==> config.mk <==
export PLATFORM = sky130hd
export DESIGN_NAME = bp_tournament_predictor
export DESIGN_NICKNAME = d
export VERILOG_FILES = /design/src/rtl/bp_tournament_pkg.sv /design/src/rtl/bp_sat_ctr_table.sv /design/src/rtl/bp_tournament_predictor.sv
export SDC_FILE = /design/constraint.sdc
export NUM_CORES = 1
export LEC_CHECK = 0
export ABC_AREA = 1
export BUFFER_PORTS_ARGS = -buffer_cell sky130_fd_sc_hd__buf_2
export CAP_MARGIN = 0
export CORE_MARGIN = 3
export CORE_UTILIZATION = 59
export CTS_CLUSTER_SIZE = 16
export DETAILED_ROUTE_END_ITERATION = 8
export PLACE_DENSITY = 0.73
export REMOVE_ABC_BUFFERS = 1
export SLEW_MARGIN = 10
export SYNTH_ARGS = -nofsm -noshare
export SYNTH_HDL_FRONTEND = slang
export SYNTH_HIERARCHICAL = 1
export SYNTH_SLANG_ARGS = --single-unit
==> constraint.sdc <==
create_clock -name clk_i -period 3.3 [get_ports clk_i]
set_input_delay 0.66 -clock clk_i [delete_from_list [all_inputs] [get_ports clk_i]]
set_output_delay 0.66 -clock clk_i [all_outputs]
set_load 0.02 [all_outputs]
==> src/rtl/bp_tournament_pkg.sv <==
// Shared types and counter helpers for the tournament direction predictor.
// Snapshot fields are sized for the widest supported configuration.
package bp_tournament_pkg;

    localparam int CTR_MAX_W  = 8;
    localparam int SNAP_PC_W  = 32;
    localparam int SNAP_IDX_W = 16;

    typedef enum logic [1:0] {
        LOCAL  = 2'd0,
        GLOBAL = 2'd1,
        TOURN  = 2'd2
    } mode_e;

    typedef struct packed {
        logic [SNAP_PC_W-1:0]  pc;
        logic [SNAP_IDX_W-1:0] ghist;
        logic [SNAP_IDX_W-1:0] p_idx;
        logic [SNAP_IDX_W-1:0] g_idx;
        logic                  p_dir;
        logic                  g_dir;
        logic                  fin;
    } snap_t;

    function automatic logic [CTR_MAX_W-1:0] ctr_init(input int unsigned w);
        return CTR_MAX_W'((1 << (w - 1)) - 1);
    endfunction

    function automatic logic [CTR_MAX_W-1:0] ctr_next(
        input logic [CTR_MAX_W-1:0] c,
        input int unsigned          w,
        input logic                 taken
    );
        logic [CTR_MAX_W-1:0] top;
        top = CTR_MAX_W'((1 << w) - 1);
        if (taken) return (c == top) ? c : c + CTR_MAX_W'(1);
        return (c == '0) ? c : c - CTR_MAX_W'(1);
    endfunction

endpackage

==> src/rtl/bp_sat_ctr_table.sv <==
// Array of saturating counters: async read of the direction bit,
// one training write port per cycle.
module bp_sat_ctr_table
    import bp_tournament_pkg::*;
#(
    parameter int IDX_W = 5,
    parameter int CTR_W = 2
) (
    input  logic             clk_i,
    input  logic             reset_n_i,
    input  logic [IDX_W-1:0] rd_idx_i,
    output logic             rd_taken_o,
    input  logic             wr_en_i,
    input  logic [IDX_W-1:0] wr_idx_i,
    input  logic             wr_taken_i
);

    localparam int DEPTH = 2 ** IDX_W;
    localparam logic [CTR_W-1:0] INIT = CTR_W'(ctr_init(CTR_W));

    logic [CTR_W-1:0] mem_q [DEPTH];
    logic [CTR_W-1:0] mem_d [DEPTH];

    assign rd_taken_o = mem_q[rd_idx_i][CTR_W-1];

    always_comb begin
        mem_d = mem_q;
        if (wr_en_i) begin
            mem_d[wr_idx_i] = CTR_W'(ctr_next(CTR_MAX_W'(mem_q[wr_idx_i]),
                                              CTR_W, wr_taken_i));
        end
    end

    always_ff @(posedge clk_i or negedge reset_n_i) begin
        if (!reset_n_i) begin
            for (int i = 0; i < DEPTH; i++) mem_q[i] <= INIT;
        end else begin
            mem_q <= mem_d;
        end
    end

endmodule

==> src/rtl/bp_tournament_predictor.sv <==
// Tournament (PShare/GShare + chooser) direction predictor with
// speculative global history and an in-order snapshot queue.
module bp_tournament_predictor
    import bp_tournament_pkg::*;
#(
    parameter int PC_W      = 32,
    parameter int LHT_IDXW  = 5,
    parameter int LH_W      = 5,
    parameter int GH_W      = 5,
    parameter int META_IDXW = 5,
    parameter int CTR_W     = 2,
    parameter int MODE      = 2,
    parameter int INFL_D    = 4
) (
    input  logic            clk_i,
    input  logic            reset_n_i,
    input  logic            pred_v_i,
    input  logic [PC_W-1:0] pred_pc_i,
    output logic            pred_ready_o,
    output logic            pred_v_o,
    output logic            pred_taken_o,
    input  logic            res_v_i,
    input  logic            res_taken_i,
    output logic            res_mispred_o,
    output logic            res_orphan_o
);

    localparam int QW = $clog2(INFL_D);
    localparam int LHT_D = 2 ** LHT_IDXW;
    localparam mode_e MODE_E = mode_e'(MODE);

    logic [LH_W-1:0] lht_q [LHT_D];
    logic [LH_W-1:0] lht_d [LHT_D];
    logic [GH_W-1:0] ghist_q, ghist_d;
    snap_t           q_mem_q [INFL_D];
    snap_t           q_mem_d [INFL_D];
    logic [QW-1:0]   rd_ptr_q, rd_ptr_d;
    logic [QW-1:0]   wr_ptr_q, wr_ptr_d;
    logic [QW:0]     cnt_q, cnt_d;
    logic            pred_v_q, pred_v_d;
    logic            pred_taken_q, pred_taken_d;
    logic            orphan_q, orphan_d;

    logic [LHT_IDXW-1:0]  rq_lidx, res_lidx;
    logic [LH_W-1:0]      rq_pidx;
    logic [GH_W-1:0]      rq_gidx, head_gh;
    logic [META_IDXW-1:0] rq_midx, res_midx;
    logic                 p_dir, g_dir, m_sel, pred_dir;
    logic                 empty, full, do_res, mispred, accept;
    snap_t                head, snap;

    assign rq_lidx = LHT_IDXW'(pred_pc_i >> 2);
    assign rq_pidx = lht_q[rq_lidx] ^ LH_W'(pred_pc_i >> 2);
    assign rq_gidx = ghist_q ^ GH_W'(pred_pc_i >> 2);
    assign rq_midx = META_IDXW'(pred_pc_i >> 2);

    assign head     = q_mem_q[rd_ptr_q];
    assign head_gh  = GH_W'(head.ghist);
    assign res_lidx = LHT_IDXW'(head.pc >> 2);
    assign res_midx = META_IDXW'(head.pc >> 2);

    assign empty   = (cnt_q == '0);
    assign full    = (cnt_q == (QW+1)'(INFL_D));
    assign do_res  = res_v_i && !empty;
    assign mispred = do_res && (head.fin != res_taken_i);
    // A correct resolve frees a slot in the same cycle it is consumed
    assign pred_ready_o = !mispred && (!full || do_res);
    assign accept  = pred_v_i && pred_ready_o;

    bp_sat_ctr_table #(.IDX_W(LH_W), .CTR_W(CTR_W)) u_psh (
        .clk_i      (clk_i),
        .reset_n_i  (reset_n_i),
        .rd_idx_i   (rq_pidx),
        .rd_taken_o (p_dir),
        .wr_en_i    (do_res),
        .wr_idx_i   (LH_W'(head.p_idx)),
        .wr_taken_i (res_taken_i)
    );

    bp_sat_ctr_table #(.IDX_W(GH_W), .CTR_W(CTR_W)) u_gsh (
        .clk_i      (clk_i),
        .reset_n_i  (reset_n_i),
        .rd_idx_i   (rq_gidx),
        .rd_taken_o (g_dir),
        .wr_en_i    (do_res),
        .wr_idx_i   (GH_W'(head.g_idx)),
        .wr_taken_i (res_taken_i)
    );

    bp_sat_ctr_table #(.IDX_W(META_IDXW), .CTR_W(CTR_W)) u_meta (
        .clk_i      (clk_i),
        .reset_n_i  (reset_n_i),
        .rd_idx_i   (rq_midx),
        .rd_taken_o (m_sel),
        .wr_en_i    (do_res && (head.p_dir != head.g_dir)),
        .wr_idx_i   (res_midx),
        .wr_taken_i (head.g_dir == res_taken_i)
    );

    always_comb begin
        unique case (MODE_E)
            LOCAL:   pred_dir = p_dir;
            GLOBAL:  pred_dir = g_dir;
            default: pred_dir = m_sel ? g_dir : p_dir;
        endcase
    end

    always_comb begin
        snap = '{pc:    SNAP_PC_W'(pred_pc_i),
                 ghist: SNAP_IDX_W'(ghist_q),
                 p_idx: SNAP_IDX_W'(rq_pidx),
                 g_idx: SNAP_IDX_W'(rq_gidx),
                 p_dir: p_dir,
                 g_dir: g_dir,
                 fin:   pred_dir};
    end

    always_comb begin
        lht_d        = lht_q;
        ghist_d      = ghist_q;
        q_mem_d      = q_mem_q;
        rd_ptr_d     = rd_ptr_q;
        wr_ptr_d     = wr_ptr_q;
        cnt_d        = cnt_q;
        pred_v_d     = accept;
        pred_taken_d = accept && pred_dir;
        orphan_d     = orphan_q || (res_v_i && empty);

        if (do_res) begin
            lht_d[res_lidx] = {lht_q[res_lidx][LH_W-2:0], res_taken_i};
            rd_ptr_d = rd_ptr_q + QW'(1);
        end
        if (accept) begin
            q_mem_d[wr_ptr_q] = snap;
            wr_ptr_d = wr_ptr_q + QW'(1);
            ghist_d  = {ghist_q[GH_W-2:0], pred_dir};
        end
        cnt_d = cnt_q + (QW+1)'(accept) - (QW+1)'(do_res);
        // Repair history from the mispredicted branch and drop younger work
        if (mispred) begin
            ghist_d  = {head_gh[GH_W-2:0], res_taken_i};
            rd_ptr_d = '0;
            wr_ptr_d = '0;
            cnt_d    = '0;
        end
    end

    always_ff @(posedge clk_i or negedge reset_n_i) begin
        if (!reset_n_i) begin
            for (int i = 0; i < LHT_D; i++) lht_q[i] <= '0;
            for (int i = 0; i < INFL_D; i++) q_mem_q[i] <= '0;
            ghist_q      <= '0;
            rd_ptr_q     <= '0;
            wr_ptr_q     <= '0;
            cnt_q        <= '0;
            pred_v_q     <= 1'b0;
            pred_taken_q <= 1'b0;
            orphan_q     <= 1'b0;
        end else begin
            lht_q        <= lht_d;
            q_mem_q      <= q_mem_d;
            ghist_q      <= ghist_d;
            rd_ptr_q     <= rd_ptr_d;
            wr_ptr_q     <= wr_ptr_d;
            cnt_q        <= cnt_d;
            pred_v_q     <= pred_v_d;
            pred_taken_q <= pred_taken_d;
            orphan_q     <= orphan_d;
        end
    end

    assign pred_v_o      = pred_v_q;
    assign pred_taken_o  = pred_taken_q;
    assign res_mispred_o = mispred;
    assign res_orphan_o  = orphan_q;

endmodule

Yosys cells after proc, flatten, opt, wreduce, memory -nomap -nowiden
Index checks and enable logic that the tools add are counted.
{"block": "classes", "n_addsub": 10, "n_eq_ne": 7, "muxes": 69, "order_cmp": 12, "n_reduce_logical": 22, "n_bitwise": 10}
{"cell": "$bwmux 332", "count": 1}
{"cell": "$bwmux 64", "count": 3}
{"cell": "$bmux 83 s2", "count": 1}
{"cell": "$demux 83 s2", "count": 1}
{"cell": "$bwmux 160", "count": 1}
{"cell": "$mux 58", "count": 2}
{"cell": "$mux 83", "count": 1}
{"cell": "$mux 2", "count": 34}
{"cell": "$bmux 2 s5", "count": 6}
{"cell": "$bmux 5 s5", "count": 2}
{"cell": "$ge 6x6->1 const B", "count": 6}
{"cell": "$not 5->6", "count": 6}
{"cell": "$demux 2 s5", "count": 3}
{"cell": "$demux 5 s5", "count": 1}
{"cell": "$mux 5", "count": 5}
{"cell": "$lt 6x1->1 const B", "count": 3}
{"cell": "$logic_and 1x1->1", "count": 11}
{"cell": "$add 2x1->2 const B", "count": 5}
{"cell": "$xor 5x5->5", "count": 2}
{"cell": "$mux 4", "count": 2}
{"cell": "$eq 2x2->1 const B", "count": 3}
{"cell": "$ge 3x3->1 const B", "count": 2}
{"cell": "$logic_not 2->1", "count": 3}
{"cell": "$not 2->3", "count": 2}
{"cell": "13 further kinds", "count": 24}
{"block": "word_totals", "wordCells": 293, "register_bits": 699, "out_inout_bits": 5, "inputBits": 37}

Depth between registers and ports, before layout
Gate-level depths: netlist (run 1).
{"block": "logic_depth", "ltp_word": 14, "mapped_depth": 24, "depth_no_buf": 21}

By module
The synthesis (run 1) kept the hierarchy.
{"mod": "bp_tournament_predictor", "area_each_um2": 14191.1, "n_inst": 1, "cells_per_inst": 1978}
{"mod": "bp_sat_ctr_table", "area_each_um2": 3863.7, "n_inst": 3, "cells_per_inst": 597}

Worst setup path after synthesis (run 1)
No wires, ideal clock.
{"block": "synth_path", "path_kind": "input port to flip-flop", "from": "input port pred_pc_i[3]", "to": "register ghist_q[0]", "n_path_buf": 3, "cell_stages": 22, "path_slack_ns": -0.158, "t_arrival_ns": 3.327, "path_cell_list": "buf_2 -> inv_1 -> buf_1 -> nor2_1 -> o21ai_0 -> nand3_1 -> nand3_1 -> nand3_1 -> nand3_1 -> and2_1 -> inv_1 -> clkbuf_1 -> o21bai_1 -> o221ai_1 -> nand3_1 -> nand2_1 -> nand2_1 -> o21ai_0 -> o21ai_0 -> inv_1 -> nand2_1 -> o211ai_1"}
{"block": "synth_via", "elab_chain_cells": 12, "word_cells_on_any_way": 20}
{"element": "from (decl)", "line": "bp_tournament_predictor.sv:18", "text": "input logic [PC_W-1:0] pred_pc_i,"}
{"element": "$not 5->6 (implied by the code)", "line": "bp_tournament_predictor.sv:53", "text": "assign rq_pidx = lht_q[rq_lidx] ^ LH_W'(pred_pc_i >> 2);"}
{"element": "$bmux 5 s5", "line": "bp_tournament_predictor.sv:53"}
{"element": "$mux 5 (implied by the code) (2 in series)", "line": "bp_tournament_predictor.sv:53"}
{"element": "$xor 5x5->5", "line": "bp_tournament_predictor.sv:53"}
{"element": "named net rq_pidx[0]", "line": "bp_tournament_predictor.sv:45", "text": "logic [LH_W-1:0] rq_pidx;"}
{"element": "$not 5->6 (implied by the code)", "line": "bp_sat_ctr_table.sv:24", "text": "assign rd_taken_o = mem_q[rd_idx_i][CTR_W-1];"}
{"element": "$bmux 2 s5", "line": "bp_sat_ctr_table.sv:24"}
{"element": "$mux 2 (implied by the code) (2 in series)", "line": "bp_sat_ctr_table.sv:24"}
{"element": "named net p_dir", "line": "bp_tournament_predictor.sv:48", "text": "logic p_dir, g_dir, m_sel, pred_dir;"}
{"element": "$mux 1", "line": "bp_tournament_predictor.sv:104", "text": "default: pred_dir = m_sel ? g_dir : p_dir;"}
{"element": "$mux 5", "line": "bp_tournament_predictor.sv:133", "text": "if (accept) begin"}
{"element": "$mux 5", "line": "bp_tournament_predictor.sv:140", "text": "if (mispred) begin"}
{"element": "to (signal assigned)", "line": "bp_tournament_predictor.sv:162", "text": "ghist_q <= ghist_d;"}
{"element": "to (decl)", "line": "bp_tournament_predictor.sv:34", "text": "logic [GH_W-1:0] ghist_q, ghist_d;"}
The timed path passes the listed nets, and every way through them passes these cells. The select of a mux whose other input is x is not followed.
A chain may end at the register's enable or synchronous reset.

==> metrics.txt, run 1 <==
run status completed; Boundary Pins 42; initial antenna violation count 0; P_int 14,800 uW; crit-path leading delay family buffers and inverters; largest cells by area after synthesis dfrtp_1 35%, nand2_1 29%, dfstp_2 9.8%; CP Class register to register; sequential fraction of the synthesis area 44.6%; post-synthesis mux area share 0%; leading area contributor after synthesis dfrtp_1; max incr delay on CP 410 ps; placed wire-length estimate 51.5 mm; final WL 77.5 mm; Adder-Cell Fraction of Synth Area 0.369%; wire per inst 17.6 um; DRT iter0 DRCs 2,758; Async S/R FF share, synth 100%; Post-CTS Setup Bufs 0; min Tclk post-route 3040 ps; YS warnings 6; number of max-cap violations 0; unrepaired setup endpoints after global routing false; Pwr Total 28,500 uW; port buffer count 14; hold buffer count at cts 0; Die Wd 215 um; Crit. End Element register; Max Fclk 329 MHz; reg-to-reg slack, setup 260 ps; design area 28,500 sq um; CP max stage cell dfrtp_1; worst setup path endpoint u_psh/mem_q[18]$_DFFE_PN1P_; largest family of logic cells by synthesized area simple AND/OR/NAND/NOR gates; Rows 75; startpoint type of the worst setup path register; Setup Skew 13.0 ps; total number of vias 25,147; TritonCTS clock tree yes; number of flops mapped to enable cells by yosys 0; Crit path depth 19; Nets 3,838; Comb pwr share 48.0%; Yosys reg bits 455; R2R depth 19; vias in the first global route 24,040; arrival time at the worst endpoint 3580 ps; Synth top area share 34.8%; core area 42,500 sq um; clock buffer depth 3; worst hold-check path type input port to async pin; top-count cell post-synth nand2_1; synthesized cell area 25,800 sq um; area grow syn2layout 10.4%; # diodes 0; max-slew violation count 0; die area 46,200 sq um; H-tree depth 2; CP most frequent cell nand2_1; worst path bufs/invs 5; largest net degree at the start of global routing 72; post-synthesis simple-gate area fraction 39.9%; Vias/cell 5.70; clk sinks 455; Slew Limit Headroom 47.2%; clk_lat worst skew 600 ps; origin of the critical flop-to-flop path rd_ptr_q[0]$_DFFE_PN0P_; WP data required 3840 ps; Clk pwr share 19.8%; Root Buffer Master clkbuf_16; leakage power 0.0151 uW; CP cell instances inv_2, buf_12, o21ai_0, o22ai_2, inv_2, nand2_1, nand2_1, nand2_1, nand2_1, nand2_1, nand2_1, inv_1, nand2_1, nor2_2, nand2_2, nand2_2, buf_4, nand2_1, nand2_1; placed inst area 26,800 sq um; worst IR drop on VDD 0.798 mV; chip height 215 um; first-pass GRT wire length 126 mm; terminus of the critical flop-to-flop path u_psh/mem_q[18]$_DFFE_PN1P_; Initial Util 60.7%; fin crit share 92.2%; net switching power 13,700 uW; switching share of power 48.2%; Reg clk slew, reported paths 60 ps; xor-xnor portion of the synthesized cell area 0.306%; routability congestion estimate 0.973; Tot GR Track Use 33.5%; DR DRC count 0; DRT antenna net count 0; Max FO, Critical Path 31; Compound-Gate Fraction of Synth Area 7.31%; top post-synthesis cells by count 1,961 x nand2_1, 359 x dfrtp_1, 264 x nor2_1; synthesized area per cell 6.84 sq um; origin of the worst setup path rd_ptr_q[0]$_DFFE_PN0P_; share of layout cells above drive strength 1 11.1%; synth unique cells 44; GRT overflow 0; top_reg_cell synth dfrtp_1; pwr/cell area 1000 nW/um^2; endpoints failing setup 0; DRT Pass-1 Iters 8; Gate Count Post-Synth 3,769; Final Hold Viols 0; worst slew pin tran 792 ps; Flop pwr share 32.1%; CTS Buf Count 48
==> area by class of cell <==
class / instances / area (sq um)
fillers: 3768 / 14000
well taps: 577 / 722
clock inverters: 21 / 229
repair inverters: 1 / 7.51
repair buffers: 141 / 1260
inverters: 247 / 941
clock buffers: 69 / 1420
flip-flops and latches: 455 / 11500
multi-input cells: 2900 / 12400
==> registers in the layout (all words and copies together) (netlist names) <==
register and flops:
cnt_q 3, u_psh/mem_q 64, lht_q 160, rd_ptr_q 2, wr_ptr_q 2, pred_v_o 1
res_orphan_o 1, ghist_q 5, u_meta/mem_q 64, q_mem_q 88, pred_taken_o 1, u_gsh/mem_q 64
==> power groups by stage <==
stage	registers [uW]	logic (uW)	clock network [uW]
floorplan	8670	8240	0
global placement	9120	13000	0
detailed placement	9140	13300	0
CTS	9090	13400	5740
global route	9330	15000	6000
finish	9150	13700	5650
==> metal layers <==
layer | track usage [%] | routed length [um] | share of wire (%)
met4 | 11.5 | 2370 | 3.1
met1 | 47.0 | 33000 | 43
met3 | 8.52 | 8100 | 10
met2 | 51.0 | 34000 | 44
met5 | 0 | 0 | 0
==> cell usage in the layout (no fill, tap or decap), types with 7 or more instances in the layout <==
master / instances
o221ai_1: 42
nor3_1: 27
clkbuf_16: 49
nor2_4: 7
buf_12: 18
nand2_2: 15
nand2_1: 1961
o22ai_1: 14
o21ai_0: 179
xor2_1: 7
buf_2: 12
clkinv_2: 10
nor2_2: 20
clkbuf_8: 12
inv_2: 30
dfrtp_1: 359
dfstp_2: 96
nor2_1: 264
nand3_1: 244
nand2_4: 12
o21ai_1: 31
inv_1: 212
o211ai_1: 12
clkbuf_1: 8
buf_4: 110
o21bai_1: 24
==> through the flow <==
stage / util (%) / cells / TNS [ps] / setup WS, ps / hold slack (ps)
global placement: 63.0 / 4320 / -2240 / -411 / 450
floorplan: - / 3602 / -606400 / -2750 / 364
CTS: 66.9 / 4410 / 0 / 32.1 / 56.3
global route: 67.0 / 4411 / 0 / 61.0 / 59.4
finish: 67.0 / 4411 / 0 / 256 / 25.9
detailed placement: 63.0 / 4320 / -3420 / -493 / 455
==> cells by family (layout without fill, tap and decap cells) <==
kind of cell    count (synthesis)  in the layout
flops                         455            455
simple gates                 2567           2567
xor+xnor                        9              9
fa+ha+maj                       7              7
buf+inv                       414            479
compound gates                317            317
==> how the worst min path moves through the flow <==
stage / cells past startpoint / end / start / slack (ps)
5_1_grt: 1 / lht_q[66]$_DFFE_PN0P_ / reset_n_i / 60
6_report: 1 / lht_q[66]$_DFFE_PN0P_ / reset_n_i / 30
4_1_cts: 1 / lht_q[66]$_DFFE_PN0P_ / reset_n_i / 60
3_5_place_dp: 2 / u_psh/mem_q[0]$_DFFE_PN1P_ / u_psh/mem_q[0]$_DFFE_PN1P_ / 450
3_3_place_gp: 1 / res_orphan_o$_DFF_PN0_ / res_orphan_o$_DFF_PN0_ / 450
2_1_floorplan: 0 / cnt_q[0]$_DFF_PN0_ / reset_n_i / 360
==> repair_timing <==
action,4_1_cts,5_1_grt
gates resized for setup,0,8
setup endpoints to repair,0,55
endpoints found under the hold margin,0,0
(Power assumes the default switching activity.)
==> run 2: changes to the inputs <==
CORE_MARGIN = not set   (was 3)
==> run 2 against run 1 <==
- first-iteration DRC count is 9.4% higher
- register-to-register slack hardly changed
- clock skew is 1.5 ps higher
- worst setup slack hardly changed
- clock power is 9.6% higher
- count of clock-buffer cells in the layout is 6 higher
- critical path type unchanged
- highest routed layer unchanged
==> metrics.txt, run 2 (same netlist as run 1, synthesis figures left out) <==
run status completed; # diodes 0; initial antenna violation count 0; clock buffer depth 3; share of layout cells above drive strength 1 10.7%; unrepaired setup endpoints after global routing false; placed inst area 26,700 sq um; final setup TNS 0 ps; min Tclk post-route 3040 ps; number of max-cap violations 0; placed wire-length estimate 49.9 mm; M3 GR Usage 5.47%; Regs by FF count lht_q: 160 flops, q_mem_q: 88 flops; leakage power 0.0151 uW; Nets 3,825; worst hold margin 121 ps; Clk pwr share 21.5%; Setup Skew 14.4 ps; Biggest register lht_q; total number of vias 25,026; routability congestion estimate 0.933; clk_lat worst skew 600 ps; CTS Buf Count 50; area grow syn2layout 10.8%; Max Fclk 329 MHz; DRT Pass-1 Iters 6; WP data required 3790 ps; Rows 76; design area 28,600 sq um; wire per inst 17.5 um; post-place setup slack -512 ps; Die Wd 211 um; CP Class register to register; startpoint type of the worst setup path register; TritonCTS clock tree yes; Final Hold Viols 0; worst IR drop on VDD 0.701 mV; H-tree depth 2; most frequent cells in the layout 1,961 x nand2_1, 359 x dfrtp_1, 264 x nor2_1; commonest non-fill, non-tap cell in the layout nand2_1; Max FO, Critical Path 35; fin crit share 92.2%; Vias/cell 5.68; Root Buffer Master clkbuf_16; Comb pwr share 47.0%; vias in the first global route 23,766; Initial Util 59.9%; worst slew pin tran 790 ps; GRT met1 Usage 47.1%; final WL 76.9 mm; Reg clk slew, reported paths 60 ps; largest net degree at the start of global routing 95; die area 44,500 sq um; arrival time at the worst endpoint 3540 ps; net switching power 13,600 uW; port buffer count 14; met2 Resource Use GR 56.5%; DR DRC count 0; core area 43,100 sq um; max-slew violation count 0; clk sinks 455; Tot GR Track Use 35.0%; DRT iter0 DRCs 3,016; Flop pwr share 31.5%; first-pass GRT wire length 125 mm; Largest register FFs 160; Boundary Pins 42; Slew Limit Headroom 47.3%; P_int 15,300 uW; final setup margin 256 ps; chip height 211 um; worst hold-check path type input port to async pin; pwr/cell area 1010 nW/um^2; GRT overflow 0; endpoints failing setup 0; switching share of power 47.0%; Crit. End Element register; DRT antenna net count 0; Top Usage Layer GRT met2
run 2: final timing paths:
kind / from / end / slack [ps] / cells after the start
worst min-delay path: reset_n_i / u_psh/mem_q[29]$_DFFE_PN0P_ / 120 / 1
min in group clk_i: res_v_i / res_orphan_o$_DFF_PN0_ / 350 / 2
worst min register to register: u_psh/mem_q[40]$_DFFE_PN1P_ / u_psh/mem_q[40]$_DFFE_PN1P_ / 470 / 2
max in group asynchronous: reset_n_i / q_mem_q[169]$_DFFE_PN0P_ / 2290 / 2
worst max-delay path: rd_ptr_q[1]$_DFFE_PN0P_ / u_psh/mem_q[3]$_DFFE_PN0P_ / 260 / 16
worst max register to register: rd_ptr_q[1]$_DFFE_PN0P_ / u_psh/mem_q[3]$_DFFE_PN0P_ / 260 / 16
run 2: cell type report:
class / count / area (sq um)
Fill cell: 3811 / 14500
Timing Repair Buffer: 127 / 1170
Tap cell: 585 / 732
Sequential cell: 455 / 11500
Inverter: 247 / 948
Clock inverter: 18 / 320
Multi-Input combinational cell: 2900 / 12400
Clock buffer: 75 / 1510
run 2: per-stage QoR:
stage	std cells	power, uW	utilization [%]
after floorplan	3602	16900	-
after global placement	4311	22000	61.9
after detailed placement	4311	22200	61.9
after CTS	4404	28500	66.1
after global routing	4407	30600	66.3
final	4407	28900	66.3
run 2: metal layers:
layer / vias to the layer above / wire length (um)
met5: - / 0
met1: 11794 / 31800
met4: 0 / 2900
li1: 11772 / -
met2: 1228 / 35700
met3: 232 / 6460
run 2: repair_timing:
item | 4_1_cts | 5_1_grt
setup buffers | 0 | 3
endpoints found under the setup margin | 0 | 229
gates resized for setup | 0 | 15
hold buffers | 0 | 0
run 2: power groups by stage:
| stage | Combinational (uW) | Sequential, uW | Clock, uW |
|---|---|---|---|
| finish | 13600 | 9110 | 6190 |
| global route | 14800 | 9270 | 6500 |
| CTS | 13200 | 9050 | 6270 |
| detailed placement | 13100 | 9090 | 0 |
| global placement | 12900 | 9080 | 0 |
| floorplan | 8240 | 8670 | 0 |
run 2: worst max-delay path, cell delays in order, from the launching register on:
cell     delay, ps
dfrtp_1        390
inv_2          360
o21ai_0        220
o22ai_2        210
buf_4          420
nor2_1         140
nand2_1         90
nand3_1         70
nand2_1         60
nand2_1         40
nor2_1         150
nand2_1         70
nand2_1        110
nand2_2        200
buf_12         230
nand3_1         80
nand2_1         60
